<file path="src/rtl/tone_fx_engine.sv">
// Guitar-style tone effects: octave down/up, tremolo gate and a beat LED on a synchronized square wave.
// audio_out trails tone_in by three clk edges; free-running stream with no backpressure.
`timescale 1ns/1ps
module tone_fx_engine #(
  parameter int PER_W   = 16,
  parameter int OCT_W   = 2,
  parameter int TREM_W  = 16,
  parameter int LED_DIV = 64
) (
  input  logic              clk,
  input  logic              rst_n,
  input  logic              tone_in,
  input  logic [1:0]        oct_mode,
  input  logic [OCT_W-1:0]  oct_steps,
  input  logic              trem_ena,
  input  logic [TREM_W-1:0] trem_rate,
  input  logic              led_ena,
  output logic              audio_out,
  output logic              led_out,
  output logic              period_valid
);

  localparam int DCNT_W = (1 << OCT_W) - 1;
  localparam int BEAT_W = $clog2(LED_DIV);

  localparam logic [PER_W-1:0]  PER_ONE  = PER_W'(1);
  localparam logic [PER_W-1:0]  PER_FOUR = PER_W'(4);
  localparam logic [DCNT_W-1:0] DCNT_ONE = DCNT_W'(1);
  localparam logic [TREM_W-1:0] TREM_ONE = TREM_W'(1);
  localparam logic [BEAT_W-1:0] BEAT_ONE = BEAT_W'(1);
  localparam logic [BEAT_W-1:0] BEAT_TOP = BEAT_W'(LED_DIV - 1);
  localparam logic [OCT_W-1:0]  OCT_ONE  = OCT_W'(1);

  logic              s1_q, s2_q, s3_q;
  logic              tone_rise;
  logic [DCNT_W-1:0] dcnt_q, dcnt_d;
  logic [PER_W-1:0]  per_cnt_q, per_cnt_d;
  logic [PER_W-1:0]  per_q, per_d;
  logic              valid_q, valid_d;
  logic              seen_q, seen_d;
  logic [PER_W-1:0]  up_cnt_q, up_cnt_d;
  logic              up_q, up_d;
  logic [TREM_W-1:0] trem_cnt_q, trem_cnt_d;
  logic              gate_q, gate_d;
  logic [BEAT_W-1:0] beat_q, beat_d;
  logic              audio_q, audio_d;
  logic              led_q, led_d;

  logic              per_sat;
  logic [PER_W-1:0]  up_last;
  logic [OCT_W-1:0]  sel_idx;
  logic              shifted;

  assign tone_rise = s2_q & ~s3_q;

  always_comb begin
    dcnt_d     = dcnt_q;
    per_cnt_d  = per_cnt_q;
    per_d      = per_q;
    valid_d    = valid_q;
    seen_d     = seen_q | tone_rise;
    up_cnt_d   = up_cnt_q;
    up_d       = up_q;
    trem_cnt_d = trem_cnt_q;
    gate_d     = gate_q;
    beat_d     = beat_q;
    per_sat    = (per_cnt_q == '1);
    up_last    = (per_q >> 2) - PER_ONE;
    sel_idx    = oct_steps - OCT_ONE;
    shifted    = s2_q;

    // A saturated per_cnt means the tone stopped; that interval is never a valid period.
    if (tone_rise) begin
      dcnt_d    = dcnt_q + DCNT_ONE;
      per_cnt_d = PER_ONE;
      per_d     = per_cnt_q;
      valid_d   = !per_sat && seen_q;
      beat_d    = (beat_q == BEAT_TOP) ? '0 : beat_q + BEAT_ONE;
    end else begin
      if (!per_sat) per_cnt_d = per_cnt_q + PER_ONE;
      else          valid_d   = 1'b0;
    end

    if (tone_rise) begin
      up_d     = 1'b1;
      up_cnt_d = '0;
    end else if (up_cnt_q == up_last) begin
      up_d     = ~up_q;
      up_cnt_d = '0;
    end else begin
      up_cnt_d = up_cnt_q + PER_ONE;
    end

    if (!trem_ena || trem_rate == '0) begin
      gate_d     = 1'b1;
      trem_cnt_d = '0;
    end else if (trem_cnt_q == trem_rate) begin
      gate_d     = ~gate_q;
      trem_cnt_d = '0;
    end else begin
      trem_cnt_d = trem_cnt_q + TREM_ONE;
    end

    case (oct_mode)
      2'b01:   shifted = (oct_steps == '0) ? s2_q : dcnt_q[sel_idx];
      2'b10:   shifted = (!valid_q || per_q < PER_FOUR) ? s2_q : up_q;
      default: shifted = s2_q;
    endcase

    audio_d = shifted & gate_q;
    led_d   = led_ena & (beat_q != '0);
  end

  always_ff @(posedge clk or negedge rst_n) begin
    if (!rst_n) begin
      s1_q       <= 1'b0;
      s2_q       <= 1'b0;
      s3_q       <= 1'b0;
      dcnt_q     <= '0;
      per_cnt_q  <= '0;
      per_q      <= '0;
      valid_q    <= 1'b0;
      seen_q     <= 1'b0;
      up_cnt_q   <= '0;
      up_q       <= 1'b0;
      trem_cnt_q <= '0;
      gate_q     <= 1'b1;
      beat_q     <= '0;
      audio_q    <= 1'b0;
      led_q      <= 1'b0;
    end else begin
      s1_q       <= tone_in;
      s2_q       <= s1_q;
      s3_q       <= s2_q;
      dcnt_q     <= dcnt_d;
      per_cnt_q  <= per_cnt_d;
      per_q      <= per_d;
      valid_q    <= valid_d;
      seen_q     <= seen_d;
      up_cnt_q   <= up_cnt_d;
      up_q       <= up_d;
      trem_cnt_q <= trem_cnt_d;
      gate_q     <= gate_d;
      beat_q     <= beat_d;
      audio_q    <= audio_d;
      led_q      <= led_d;
    end
  end

  assign audio_out    = audio_q;
  assign led_out      = led_q;
  assign period_valid = valid_q;

endmodule

</file>
<file path="config.mk">
export PLATFORM = sky130hd
export DESIGN_NAME = tone_fx_engine
export DESIGN_NICKNAME = d
export VERILOG_FILES = /design/src/rtl/tone_fx_engine.sv
export SDC_FILE = /design/constraint.sdc
export NUM_CORES = 1
export LEC_CHECK = 0
export ABC_AREA = 1
export ABC_CLOCK_PERIOD_IN_PS = 4430
export BUFFER_PORTS_ARGS = -buffer_cell sky130_fd_sc_hd__buf_2
export CAP_MARGIN = 40
export CORE_MARGIN = 3
export CORE_UTILIZATION = 55
export CTS_BUF_LIST = sky130_fd_sc_hd__clkbuf_16
export DETAILED_ROUTE_END_ITERATION = 16
export GPL_TIMING_DRIVEN = 0
export PLACE_DENSITY = 0.83
export SYNTH_ARGS = -nofsm -noshare
export SYNTH_HDL_FRONTEND = slang
export SYNTH_SLANG_ARGS = --single-unit
</file>
<file path="constraint.sdc">
create_clock -name clk -period 4.43 [get_ports clk]
set_clock_uncertainty 0.2 [all_clocks]
set_input_delay 0.443 -clock clk [delete_from_list [all_inputs] [get_ports clk]]
set_output_delay 0.443 -clock clk [all_outputs]
set_load 0.03 [all_outputs]
</file>
# [After elaboration in Yosys (flattened, before gate mapping)]
# Cells that the tools add are included.
[word_totals] word_cells=68 ff_bits=82
[classes] n_addsub=7 mux=18 bitwise=7 n_eq_ne=7 reduce_logical=12 n_lt_le_gt_ge=2
[ops] cell="$mux W16" n=6
[ops] cell="$add A16 B1 Y16 const B" n=3
[ops] cell="$eq A16 B16 Y1" n=2
[ops] cell="$eq A16 B16 Y1 const B" n=1
[ops] cell="$logic_not A16 Y1" n=1
[ops] cell="$lt A16 B3 Y1 const B" n=1
[ops] cell="$sub A14 B1 Y15 const B" n=1
[ops] cell="$mux W1" n=9
[ops] cell="$add A6 B1 Y6 const B" n=1
[ops] cell="$eq A6 B6 Y1 const B" n=1
[ops] cell="$mux W6" n=1
[ops] cell="$reduce_bool A2 Y1" n=3
[ops] cell="$reduce_bool A6 Y1" n=1
[ops] cell="$add A3 B1 Y3 const B" n=1
[ops] cell="$and A1 B1 Y1" n=3
[ops] cell="$logic_not A1 Y1" n=3
[ops] cell="$lt A2 B3 Y1 const B" n=1
[ops] cell="$not A1 Y1" n=3
[ops] cell="$bmux W1 S2" n=1
[ops] cell="$eq A2 B1 Y1 const B" n=1
[ops] cell="$eq A2 B2 Y1 const B" n=1
[ops] cell="$logic_not A2 Y1" n=1
[ops] cell="$logic_or A1 B1 Y1" n=2
[ops] cell="$ne A2 B2 Y1 const B" n=1
[ops] cell="4 further kinds" n=4

# [Longest topological paths before layout]
[logic_depth] depth_word=6 mapped_depth=14 ltp_nobuf=14

# [Least setup slack after synthesis]
# OpenSTA, ideal clock, no wires.
[synth_timing] kind="reg2reg" from="register per_q[2]" to="register up_cnt_q[10]" arrival_ps=1625 slack_ps=2485 setup_time_ps=120 stages_incl_launch_ff=12 n_path_buf=1 cell_sequence="dfrtp_1 -> inv_1 -> ha_1 -> nand2_2 -> nor2_4 -> xor2_1 -> nand2_1 -> nor2_1 -> nand3_2 -> nand2_4 -> buf_6 -> nor2_1"
[synth_via] elab_chain_cells=4
[synth_rtl] item="start: declaration" line_no="38" source="logic [PER_W-1:0] per_q, per_d;"
[synth_rtl] item="start signal: assignment" line_no="137" source="per_q <= per_d;"
[synth_rtl] item="$sub A14 B1 Y15" line_no="68" source="up_last = (per_q >> 2) - PER_ONE;"
[synth_rtl] item="$eq A16 B16 Y1" line_no="87" source="end else if (up_cnt_q == up_last) begin"
[synth_rtl] item="$mux W16" line_no="87"
[synth_rtl] item="$mux W16" line_no="84" source="if (tone_rise) begin"
[synth_rtl] item="net up_cnt_d[10]" line_no="41" source="logic [PER_W-1:0] up_cnt_q, up_cnt_d;"
[synth_rtl] item="end signal: assignment" line_no="140" source="up_cnt_q <= up_cnt_d;"
[synth_rtl] item="end: declaration" line_no="41"
# The timed path passes the listed nets, and every way through them passes these cells.
# A chain may end at the register's enable or synchronous reset.

# [Final worst setup path]
[layout_timing] from="register per_q[2]" to="register up_cnt_q[3]"
# Same word-level chain as after synthesis.

==> impl_results.md <==
- Vias in the first global route: a little under 4000
- Vias: a little under 4000
- Hpwl dp: 6950 um
- GRT overflow: 0
- F_max: roughly 440 MHz
- Nets: roughly 660
- CTS resizes: 0
- Post-route ant nets: 0
- Post-Synthesis Cells: ~580
- Slew headroom: 66.4%
- Final worst path period need: around 2300 ps
- Maximum vdd drop: between 300 and 400 uV
- Worst Max-Slew Pin Slew: approximately 500 ps
- CP arrival: approximately 2300 ps
- Io pins: 28
- Synth async-reset ratio: between 90% and 100%
- Longest Clk Path Bufs: 2
- DR iter-0 viols: between 200 and 300
- Core Area: 7890 um2
- Final GP Congestion: ~0.87
- Slew Limit Fails: 0
- Pin count of the biggest net entering global routing: 50
- H-tree levels: 3
- Startpoint types: flop
- Status: complete, no violations
- LEAKAGE: 0.00246 uW
- Final worst slack: roughly 2200 ps
- Hold Crit Class: input pin to flop
- Syn Area/Cell: between 7 and 8 um2
- Clock sink count: 80
- Total power: 2170 uW
- Setup Buffers After CTS: 0
- WS Path Type: flop to flop
- EDFF count, synth: 0
- Worst-path cell chain: inv_1 -> ha_1 -> nand2_2 -> nor2_4 -> xor2_1 -> nand2_1 -> nor2_1 -> nand3_2 -> nand2_4 -> buf_6 -> nor2_1
- Layout cells sized above 1: about 10%
- Min-delay src: tone_in
- Crit path largest cell delay: between 300 and 400 ps
- Layout area overhead: 13.7%
- Worst path slowest cell: dfrtp_1
- Final worst-path cycle share: around half
- Synth Net Count: 617
- Post-CTS Hold Buffers: 1
- Initial Util: between 50 and 60%
- Layout Utilization: 65.5%
- FP Rows: 32
- Critical path fanouts, max: 10
- TritonCTS Buffers: 9
- Sequential fraction of the synthesis area: between 40% and 50%
- Drt via density: 5.38
- Worst skew pair latency: about 330 ps
- Finished Cell Area: 5170 um2
- Antenna diodes: 0
- Critical path's most frequent cell: nor2_1
- GRT Util Overall: about a fifth
- DP Area: 4840 um2
- CP startpoint: per_q[2]
- RSZ-0062 raised after global routing: false
- Die H: around 97 um
- CP endpoint kind: flop
- Max-cap check violation count: 0
- TritonCTS clock tree: done
- Port bufs: 27
- Synth Warn #: 0
- Synth unique cells: 39
- TNS Setup: 0 ps
- Initial antenna violation count: 0
- Ys flop type: dfrtp_1
- Routed WL per cell: 13.0 um
- Final wirelength: 9490 um
- Final setup violation count: 0
- Die W: just under 100 um
- Seq cells post-synth: 80
- First-pass GRT wire length: about 17000 um
- Die area: 9390 um2
- Syn Std Cell Area: about 4500 um2
- Final Hold Viols: 0
- Root buffer cell: clkbuf_16
- FF-to-FF Start: per_q[2]
- WP data required: between 4000 and 5000 ps
- DRT Pass-1 Iters: 5
- DRC viols: 0
- Pre-CTS setup slack: roughly 2200 ps
- Clock slew at reported path FFs: roughly 60 ps
- PwrDens: approximately 420 nW/um2
## critical path, delay by kind of cell (launching register included)
family,cells,cell delay (ps)
AND/OR/NAND/NOR,7,870
buffers and inverters,2,280
adder cells (fa/ha/maj),1,260
XOR/XNOR,1,160
flip-flops,1,370
## state kept, by name, indices dropped and copies added (netlist names)
name          flops
seen_q            1
per_cnt_q        16
period_valid      1
up_cnt_q         16
beat_q            6
up_q              1
per_q            14
trem_cnt_q       16
s1_q              1
audio_out         1
s2_q              1
dcnt_q            3
s3_q              1
gate_q            1
led_out           1
## area by class of cell
class / count / area, um2
Sequential cell: 80 / 2000
Timing Repair Buffer: 29 / 175
Multi-Input combinational cell: 421 / 2230
Buffer: 8 / 41.3
Clock inverter: 7 / 95.1
Fill cell: 607 / 2720
Clock buffer: 9 / 225
Tap cell: 102 / 128
Inverter: 73 / 274
## through the flow
step	hold slack [ps]	instances
3_5_place_dp	140	712
5_1_grt	21.9	729
3_3_place_gp	132	711
4_1_cts	23.4	729
6_report	27.5	729
2_1_floorplan	-52.6	582
## cell usage after synthesis, types with 2 or more instances
| master | number | area, um2 |
|---|---|---|
| a211oi_1 | 2 | 15.0 |
| a21o_1 | 2 | 15.0 |
| a21oi_1 | 14 | 70.1 |
| a31oi_1 | 3 | 18.8 |
| clkbuf_1 | 6 | 22.5 |
| dfrtp_1 | 79 | 1980 |
| ha_1 | 10 | 125 |
| inv_1 | 72 | 270 |
| nand2_1 | 127 | 477 |
| nand2_2 | 2 | 12.5 |
| nand3_1 | 38 | 190 |
| nand3_2 | 2 | 20.0 |
| nand3b_1 | 3 | 22.5 |
| nand4_1 | 9 | 56.3 |
| nor2_1 | 82 | 308 |
| nor2_2 | 5 | 31.3 |
| nor2_4 | 2 | 22.5 |
| nor3_1 | 12 | 60.1 |
| nor3_2 | 2 | 20.0 |
| nor3b_1 | 2 | 15.0 |
| nor4_1 | 6 | 37.5 |
| o21a_1 | 2 | 15.0 |
| o21ai_0 | 37 | 185 |
| o22ai_1 | 2 | 12.5 |
| or2_2 | 2 | 12.5 |
| xnor2_1 | 29 | 254 |
| xor2_1 | 18 | 158 |
## layout by cell type, fill, tap and decap left out, types with 3 or more instances in the layout
cell type,instances
a21oi_1,14
a31oi_1,3
buf_2,26
clkbuf_1,6
clkbuf_16,9
dfrtp_1,79
ha_1,10
inv_1,72
nand2_1,127
nand3_1,38
nand3b_1,3
nand4_1,9
nor2_1,82
nor2_2,5
nor3_1,12
nor4_1,6
o21ai_0,37
xnor2_1,29
xor2_1,18
## power breakdown
group	switching (uW)	total, uW	internal, uW
Sequential	65.2	874	809
Combinational	301	502	201
Clock	296	790	494
## path summary, 6_finish.rpt
kind / endpoint / slack [ps] / depth (start not counted)
max: up_cnt_q[3] / 2170 / 11
max in group asynchronous: gate_q / 3010 / 3
min reg2reg: s2_q / 150 / 0
max reg2reg: up_cnt_q[3] / 2170 / 11
min: s1_q / 30 / 1
min in group asynchronous: up_cnt_q[10] / 400 / 2
## cell families (layout without fill, tap and decap cells)
| group | Yosys count | count (layout) | share of synthesized area [%] |
|---|---|---|---|
| AND/OR/NAND/NOR | 298 | 298 | 29.1 |
| buffers and inverters | 81 | 126 | 6.93 |
| flip-flops | 80 | 80 | 44.1 |
| AO/OA/AOI/OAI | 66 | 66 | 8.15 |
| XOR/XNOR | 47 | 47 | 9.05 |
| adder cells (fa/ha/maj) | 10 | 10 | 2.75 |
## layer usage
metal | routed length [um] | vias to the layer above | global-route usage (%)
met3 | 343 | 19 | 2.52
met4 | 182 | 0 | 8.86
met2 | 4600 | 100 | 36.0
met5 | 0 | - | 0
met1 | 4360 | 1849 | 28.0
li1 | - | 1951 | -
(Power assumes the default switching activity.)
